<file path="config.mk">
export PLATFORM = sky130hd
export DESIGN_NAME = image_row_loader
export DESIGN_NICKNAME = d
export VERILOG_FILES = /design/src/rtl/image_row_loader.sv
export SDC_FILE = /design/constraint.sdc
export NUM_CORES = 2
export LEC_CHECK = 0
export ABC_CLOCK_PERIOD_IN_PS = 58100
export CAP_MARGIN = 20
export CORE_AREA = 2 2 419 421
export CTS_BUF_LIST = sky130_fd_sc_hd__clkbuf_4 sky130_fd_sc_hd__clkbuf_8
export DETAILED_ROUTE_END_ITERATION = 10
export DIE_AREA = 0 0 421 423
export GPL_ROUTABILITY_DRIVEN = 0
export GPL_TIMING_DRIVEN = 0
export PLACE_DENSITY = 0.5
export SYNTH_ARGS = -nofsm -noshare
export SYNTH_HDL_FRONTEND = slang
export SYNTH_SLANG_ARGS = --single-unit
</file>
<file path="constraint.sdc">
create_clock -name clk -period 58.1 [get_ports clk]
set_input_delay 8.715 -clock clk [delete_from_list [all_inputs] [get_ports clk]]
set_output_delay 8.715 -clock clk [all_outputs]
set_load 0.05 [all_outputs]
</file>
<file path="src/rtl/image_row_loader.sv">
// Streams a raster image in and writes it, one zero-padded row per address,
// into the row RAM used by the convolution control stage.
module image_row_loader #(
    parameter int PIX_W = 8,
    parameter int IMG_W = 128,
    parameter int IMG_H = 128
) (
    input  logic                         clk,
    input  logic                         reset,
    input  logic                         start,
    input  logic [PIX_W-1:0]             pix_in,
    input  logic                         pix_valid,
    output logic                         pix_ready,
    output logic                         wr_en,
    output logic [7:0]                   wr_addr,
    output logic [(IMG_W+2)*PIX_W-1:0]   wr_data,
    output logic                         busy,
    output logic                         load_done
);

    localparam int              ROW_BITS = (IMG_W + 2) * PIX_W;
    localparam int              COL_W    = $clog2(IMG_W + 1);
    localparam logic [COL_W-1:0] LAST_COL = COL_W'(IMG_W - 1);
    localparam logic [7:0]      LAST_ROW = 8'(IMG_H - 1);
    localparam logic [7:0]      BOT_ADDR = 8'(IMG_H + 1);

    typedef enum logic [2:0] {
        IDLE,
        TOP_PAD,
        FILL,
        WRITE,
        BOT_PAD,
        DONE
    } state_t;

    state_t               state_q, state_d;
    logic [7:0]           row_q, row_d;
    logic [COL_W-1:0]     col_q, col_d;
    logic                 wr_en_q, wr_en_d;
    logic [7:0]           wr_addr_q, wr_addr_d;
    logic [ROW_BITS-1:0]  wr_data_q, wr_data_d;
    logic                 busy_q, busy_d;
    logic                 load_done_q, load_done_d;
    logic                 accept;

    always_ff @(posedge clk or posedge reset) begin
        if (reset) begin
            state_q     <= IDLE;
            row_q       <= '0;
            col_q       <= '0;
            wr_en_q     <= 1'b0;
            wr_addr_q   <= '0;
            wr_data_q   <= '0;
            busy_q      <= 1'b0;
            load_done_q <= 1'b0;
        end else begin
            state_q     <= state_d;
            row_q       <= row_d;
            col_q       <= col_d;
            wr_en_q     <= wr_en_d;
            wr_addr_q   <= wr_addr_d;
            wr_data_q   <= wr_data_d;
            busy_q      <= busy_d;
            load_done_q <= load_done_d;
        end
    end

    // The write-data register doubles as the row assembly buffer; its value
    // only matters in the cycles where wr_en is high.
    always_comb begin
        state_d   = state_q;
        row_d     = row_q;
        col_d     = col_q;
        wr_data_d = wr_data_q;
        accept    = (state_q == FILL) && pix_valid;

        for (int c = 0; c < IMG_W; c++) begin
            if (accept && col_q == COL_W'(c)) begin
                wr_data_d[(IMG_W - c) * PIX_W +: PIX_W] = pix_in;
            end
        end

        case (state_q)
            IDLE: begin
                if (start) begin
                    state_d   = TOP_PAD;
                    row_d     = '0;
                    col_d     = '0;
                    wr_data_d = '0;
                end
            end
            TOP_PAD: state_d = FILL;
            FILL: begin
                if (accept) begin
                    if (col_q == LAST_COL) begin
                        col_d   = '0;
                        state_d = WRITE;
                    end else begin
                        col_d = col_q + COL_W'(1);
                    end
                end
            end
            WRITE: begin
                if (row_q < LAST_ROW) begin
                    row_d   = row_q + 8'd1;
                    state_d = FILL;
                end else begin
                    state_d   = BOT_PAD;
                    wr_data_d = '0;
                end
            end
            BOT_PAD: state_d = DONE;
            DONE:    state_d = IDLE;
            default: state_d = IDLE;
        endcase

        // Border columns stay zero regardless of what the buffer held.
        wr_data_d[ROW_BITS-1 -: PIX_W] = '0;
        wr_data_d[PIX_W-1:0]           = '0;
    end

    // Registered outputs are decoded from the next state so they line up
    // with the state register in the cycle they describe.
    always_comb begin
        wr_en_d     = 1'b0;
        wr_addr_d   = '0;
        busy_d      = (state_d != IDLE);
        load_done_d = (state_d == DONE);
        case (state_d)
            TOP_PAD: begin
                wr_en_d   = 1'b1;
                wr_addr_d = '0;
            end
            WRITE: begin
                wr_en_d   = 1'b1;
                wr_addr_d = row_d + 8'd1;
            end
            BOT_PAD: begin
                wr_en_d   = 1'b1;
                wr_addr_d = BOT_ADDR;
            end
            default: begin
                wr_en_d   = 1'b0;
                wr_addr_d = '0;
            end
        endcase
    end

    assign pix_ready = (state_q == FILL);
    assign wr_en     = wr_en_q;
    assign wr_addr   = wr_addr_q;
    assign wr_data   = wr_data_q;
    assign busy      = busy_q;
    assign load_done = load_done_q;

endmodule

</file>
Yosys cells after proc, flatten, opt, wreduce, memory -nomap -nowiden --
Cells that the tools add are included.
Operators by class: $add $sub $neg 3, order comparisons 1, equality and inequality tests 137, multiplexer cells 145, reduce and logical (&&, ||, !) cells 135
Operators by type and width (count):
- $mux 1032 | 2
- $pmux 1032 s2 | 1
- $mux 8 | 133
- $eq 8x7->1 const B | 64
- $eq 8x6->1 const B | 32
- $logic_and 1x1->1 | 129
- $eq 8x5->1 const B | 16
- $eq 8x4->1 const B | 8
- $pmux 8 s2 | 3
- $eq 8x3->1 const B | 4
- $add 8x1->8 const B | 3
- $eq 8x2->1 const B | 2
- $pmux 3 s5 | 1
- $mux 3 | 4
- $eq 3x2->1 const B | 3
- $eq 3x3->1 const B | 3
- $eq 8x1->1 const B | 1
- $logic_not 8->1 | 1
- $lt 8x7->1 const B | 1
- $eq 3x1->1 const B | 2
- $logic_not 3->1 | 1
- $reduce_and 3->1 | 1
- $reduce_bool 3->1 | 1
- $reduce_or 3->1 | 1
- other kinds (4) | 4
Storage, ports and cells: bits in registers 1054, input bits 12, output and inout bits 1052, logic and storage cells 429

Longest topological paths before layout --
word-level depth 7, gate-level depth with buffers 11, depth with buffers taken out 10

Worst setup path after synthesis --
OpenSTA, ideal clock, no wires.
path kind reg-to-output, start point reg state_q[2], end point out pix_ready, data arrival time 1.705 ns, data required time 49.385 ns, path slack 47.680 ns, cell stages (with the launch flop) 3, buffers on the path 1, cells stage by stage dfrtp_1 -> clkbuf_1 -> nor3_1
Between the ends: word-level cells in the longest chain between the ends 1
RTL lines:
- start, declared | line 36 | state_t state_q, state_d;
- start signal, assigned | line 57 | state_q <= state_d;
- $eq 3x2->1 | line 149 | assign pix_ready = (state_q == FILL);
- end, declared | line 13 | output logic pix_ready,
No other way between the ends.

Worst setup path in the final report --
start point in pix_valid, end point reg wr_data_q[364], in the netlist wr_data[364]
Between the ends: word-level cells in the longest chain between the ends 5, elaborated cells between the ends (all ways) 6, classes of those cells 4 x mux; 2 x reduce/logical
RTL lines:
- start, declared | line 12 | input logic pix_valid,
- $logic_and 1x1->1 * | line 75 | accept = (state_q == FILL) && pix_valid;
- $logic_and 1x1->1 * | line 78 | if (accept && col_q == COL_W'(c)) begin
- $mux 8 * | line 78
- $mux 1032 (on tied branches) | line 104, 85
- $pmux 1032 s2 * | line 83 | case (state_q)
- via wr_data_d[364] | line 41 | logic [ROW_BITS-1:0] wr_data_q, wr_data_d;
- end signal, assigned | line 62 | wr_data_q <= wr_data_d;
- end, declared | line 41
The timed path passes the listed nets; every way through them passes the cells marked *. A chain may end at the register's enable or synchronous reset.

==> flow_metrics.py <==
metrics = {
    "die": {
        "core_area_mm2": 0.173,
        "die_area_mm2": 0.178,
        "ios": 1064,
        "die_y_um": 423,
        "fp.dieW_um": 421,
        "rows": 153,
        "start_util_pct": 25.4,
    },
    "timing": {
        "fmax_ghz": 0.0862,
        "slew_headroom_pct": 19.1,
        "skew_ps": 66.7,
        "fin_crit_ps": 11600,
        "fin_tns_setup_ps": 0,
        "rsz0062_at_grt": "no",
        "setup-violations-final": 0,
        "final_max_slew_viol_count": 0,
        "worst_pin_slew_ps": 1210,
        "hold_viol": 0,
        "final.period_utilization_pct": 20.0,
    },
    "min_path": {
        "hold_path.startpoint": "wr_data[131]$_DFF_PP0_",
        "hold_depth": 2,
        "hold_path_end": "wr_data[131]$_DFF_PP0_",
        "holdCritPathClass": "flip-flop to flip-flop",
    },
    "placement": {
        "port_buffers": 1039,
        "dp.cells": 8237,
        "hpwl_um": 195000,
        "placed_cell_area_mm2": 0.0582,
    },
    "worst_setup_path": {
        "rrSetupSlack_ps": 54180,
        "r2r_end": "wr_data[364]$_DFF_PP0_",
        "startpoint_type": "input port",
        "crit_type": "input port to flip-flop",
        "reg2regPathDepth": 10,
        "critPathRequiredTime_ps": 58940,
        "timing.rr.start": "state_q[0]$_DFF_PP0_",
        "cp-end-kind": "flip-flop",
        "path_max_fanout": 10,
        "arrival_ps": 12440,
    },
    "global_routing": {
        "grt_pass1_vias": 42500,
        "gr-usage-all-layers_pct": 28.5,
        "antenna_found_initial": 18,
        "grt_start_max_net_pins": 123,
        "grt-ovfl-total": 0,
        "grt_pass1_wl_um": 356000,
    },
    "finish": {
        "nNetsFinal": 6123,
        "final_cells": 8573,
        "layout-drive-gt1-share_pct": 8.77,
        "fin_area_mm2": 0.0622,
        "area_delta_synth_final_pct": 41.1,
        "final_core_util_pct": 35.9,
    },
    "drt": {
        "top_layer": "met5",
        "drtAntennaViolNets": 0,
        "wire_per_inst_um": 30.5,
        "met1_length_um": 101000,
        "drt_first_pass_iters": 8,
        "routed_wl_um": 262000,
        "viasPerCell": 5.15,
        "wl_met2_um": 123000,
        "drc": 0,
        "met3WireLength_um": 21100,
        "dr_total_vias": 44100,
        "first_iter_violations": 4661,
    },
    "synthesis": {
        "avgSynthCellArea_um2": 9.13,
        "synth-seq-area-share_pct": 59.9,
        "ys_ff_latch": 1054,
        "synth_area_mm2": 0.0440,
        "synth.distinct_cells": 52,
        "ys_dominant_reg_cell": "dfrtp_1",
        "async_reset_ff_share_pct": 100,
        "synth_edf_count": 0,
        "ys_warn_count": 0,
        "postSynthCellCount": 4825,
    },
    "pwr": {
        "powerDensity_mw_per_mm2": 30.7,
        "power.leakage_nw": 25.4,
        "peakVddDrop_uv": 23.6,
    },
    "cts": {
        "clock_path_buffers": 3,
        "cts_made_buffers": 191,
        "clock_latency_ps": 970,
        "htree_levels": 4,
        "root_buffer": "clkbuf_8",
        "cts_resized": 0,
        "clock-sinks": 1054,
        "cts_setup_buffers": 0,
        "path_clk_slew_ps": 60,
        "cts_tree": "yes",
        "cts_hold_buffers": 0,
    },
    "run_status": {
        "status": "completed",
    },
    "job": {
        "maxCapViolations": 0,
    },
}
## worst max-delay path by stage
stage | startpoint | end | depth (start not counted)
after detailed placement | pix_valid | wr_data[364]$_DFF_PP0_ | 10
final | pix_valid | wr_data[364]$_DFF_PP0_ | 10
after CTS | state_q[2]$_DFF_PP0_ | pix_ready | 3
after global routing | state_q[2]$_DFF_PP0_ | pix_ready | 3
after global placement | reset | wr_data[547]$_DFF_PP0_ | 2
after floorplan | reset | busy$_DFF_PP0_ | 1
## cell usage after synthesis (3+ instances only)
library cell	instances	area [µm²]
ha_1	6	75.1
nor3_2	4	40.0
nor3_1	6	30.0
nor3_4	5	81.3
buf_4	20	150
and2_1	3	18.8
nor2_2	13	81.3
nand2b_1	5	31.3
dfrtp_1	1054	26400
and4_1	3	26.3
nand2_1	1112	4170
a21oi_1	971	4860
and3_1	4	25.0
xnor2_1	5	43.8
xor2_1	5	43.8
o21ai_0	4	20.0
buf_2	123	616
inv_1	5	18.8
nand3_1	964	4820
nor2b_1	3	18.8
buf_1	29	109
clkbuf_1	306	1150
nor2_1	80	300
mux2i_1	61	611
## sequential cells by signal (all words and copies together), names as in the netlist
| name | count |
|---|---|
| wr_data | 1024 |
| col_q | 8 |
| row_q | 8 |
| wr_addr | 8 |
| state_q | 3 |
| busy | 1 |
| load_done | 1 |
| wr_en | 1 |
## where the power goes
part           switching [W]  leakage [nW]  internal [W]
Clock               0.000340          2.09      0.000409
Combinational       0.000285          8.61     0.0000846
Sequential         0.0000252          14.7      0.000764
Total               0.000651          25.4       0.00126
## through the flow
step / setup slack, ps / total power (W) / hold WS, ps
finish: 46500 / 0.00191 / 518
global route: 46440 / 0.00197 / 532
CTS: 46450 / 0.00192 / 522
detailed placement: 45610 / 0.00117 / 510
floorplan: 19720 / 0.000992 / 522
global placement: 4870 / 0.00116 / 503
## layer usage
| layer | vias up | global-route usage (%) |
|---|---|---|
| met4 | 2 | 16.3 |
| met2 | 2322 | 46.2 |
| li1 | 19000 | - |
| met5 | - | 0 |
| met3 | 509 | 7.16 |
| met1 | 22300 | 34.3 |
## layout make-up
cell class | instances | area (µm²)
fill | 17900 | 111000
sequential | 1054 | 26400
multi-input combinational | 3303 | 15700
timing repair buffer | 1072 | 11200
clock buffer | 297 | 3680
tap | 2325 | 2910
buffer | 478 | 2030
clock inverter | 27 | 239
antenna | 12 | 30.0
inverter | 5 | 26.3
## layout by cell type (no fill, tap or decap), types with 6 or more instances in the layout
cell	count
buf_8	11
clkbuf_2	8
clkbuf_8	232
buf_2	123
nor2_2	15
conb_1	16
nor2_1	78
buf_16	21
clkbuf_4	65
nand2_1	1112
dfrtp_1	1054
clkinv_2	13
mux2i_1	61
buf_1	29
diode_2	12
buf_4	20
a21oi_1	971
nand3_1	964
nor3_4	6
clkdlybuf4s50_1	1039
ha_1	6
clkbuf_1	298
## worst max-delay path: stages
cell and delay (ps):
clkdlybuf4s50_1 490, and4bb_1 190, buf_4 160, nand2_1 180
nor3_4 700, buf_16 240, buf_2 650, buf_2 530
nand3_1 290, a21oi_1 250
## cells by family (layout without fill, tap and decap cells)
logic type	Yosys count	in the layout	share of synthesized area [%]
simple gates	2220	2220	22.3
flops	1054	1054	59.9
compound gates	988	988	11.3
buf+inv	483	1879	4.64
mux	63	63	1.44
xor+xnor	10	10	0.199
fa+ha+maj	6	6	0.170
other cells	1	28	0.00851
(Power assumes the default switching activity.)
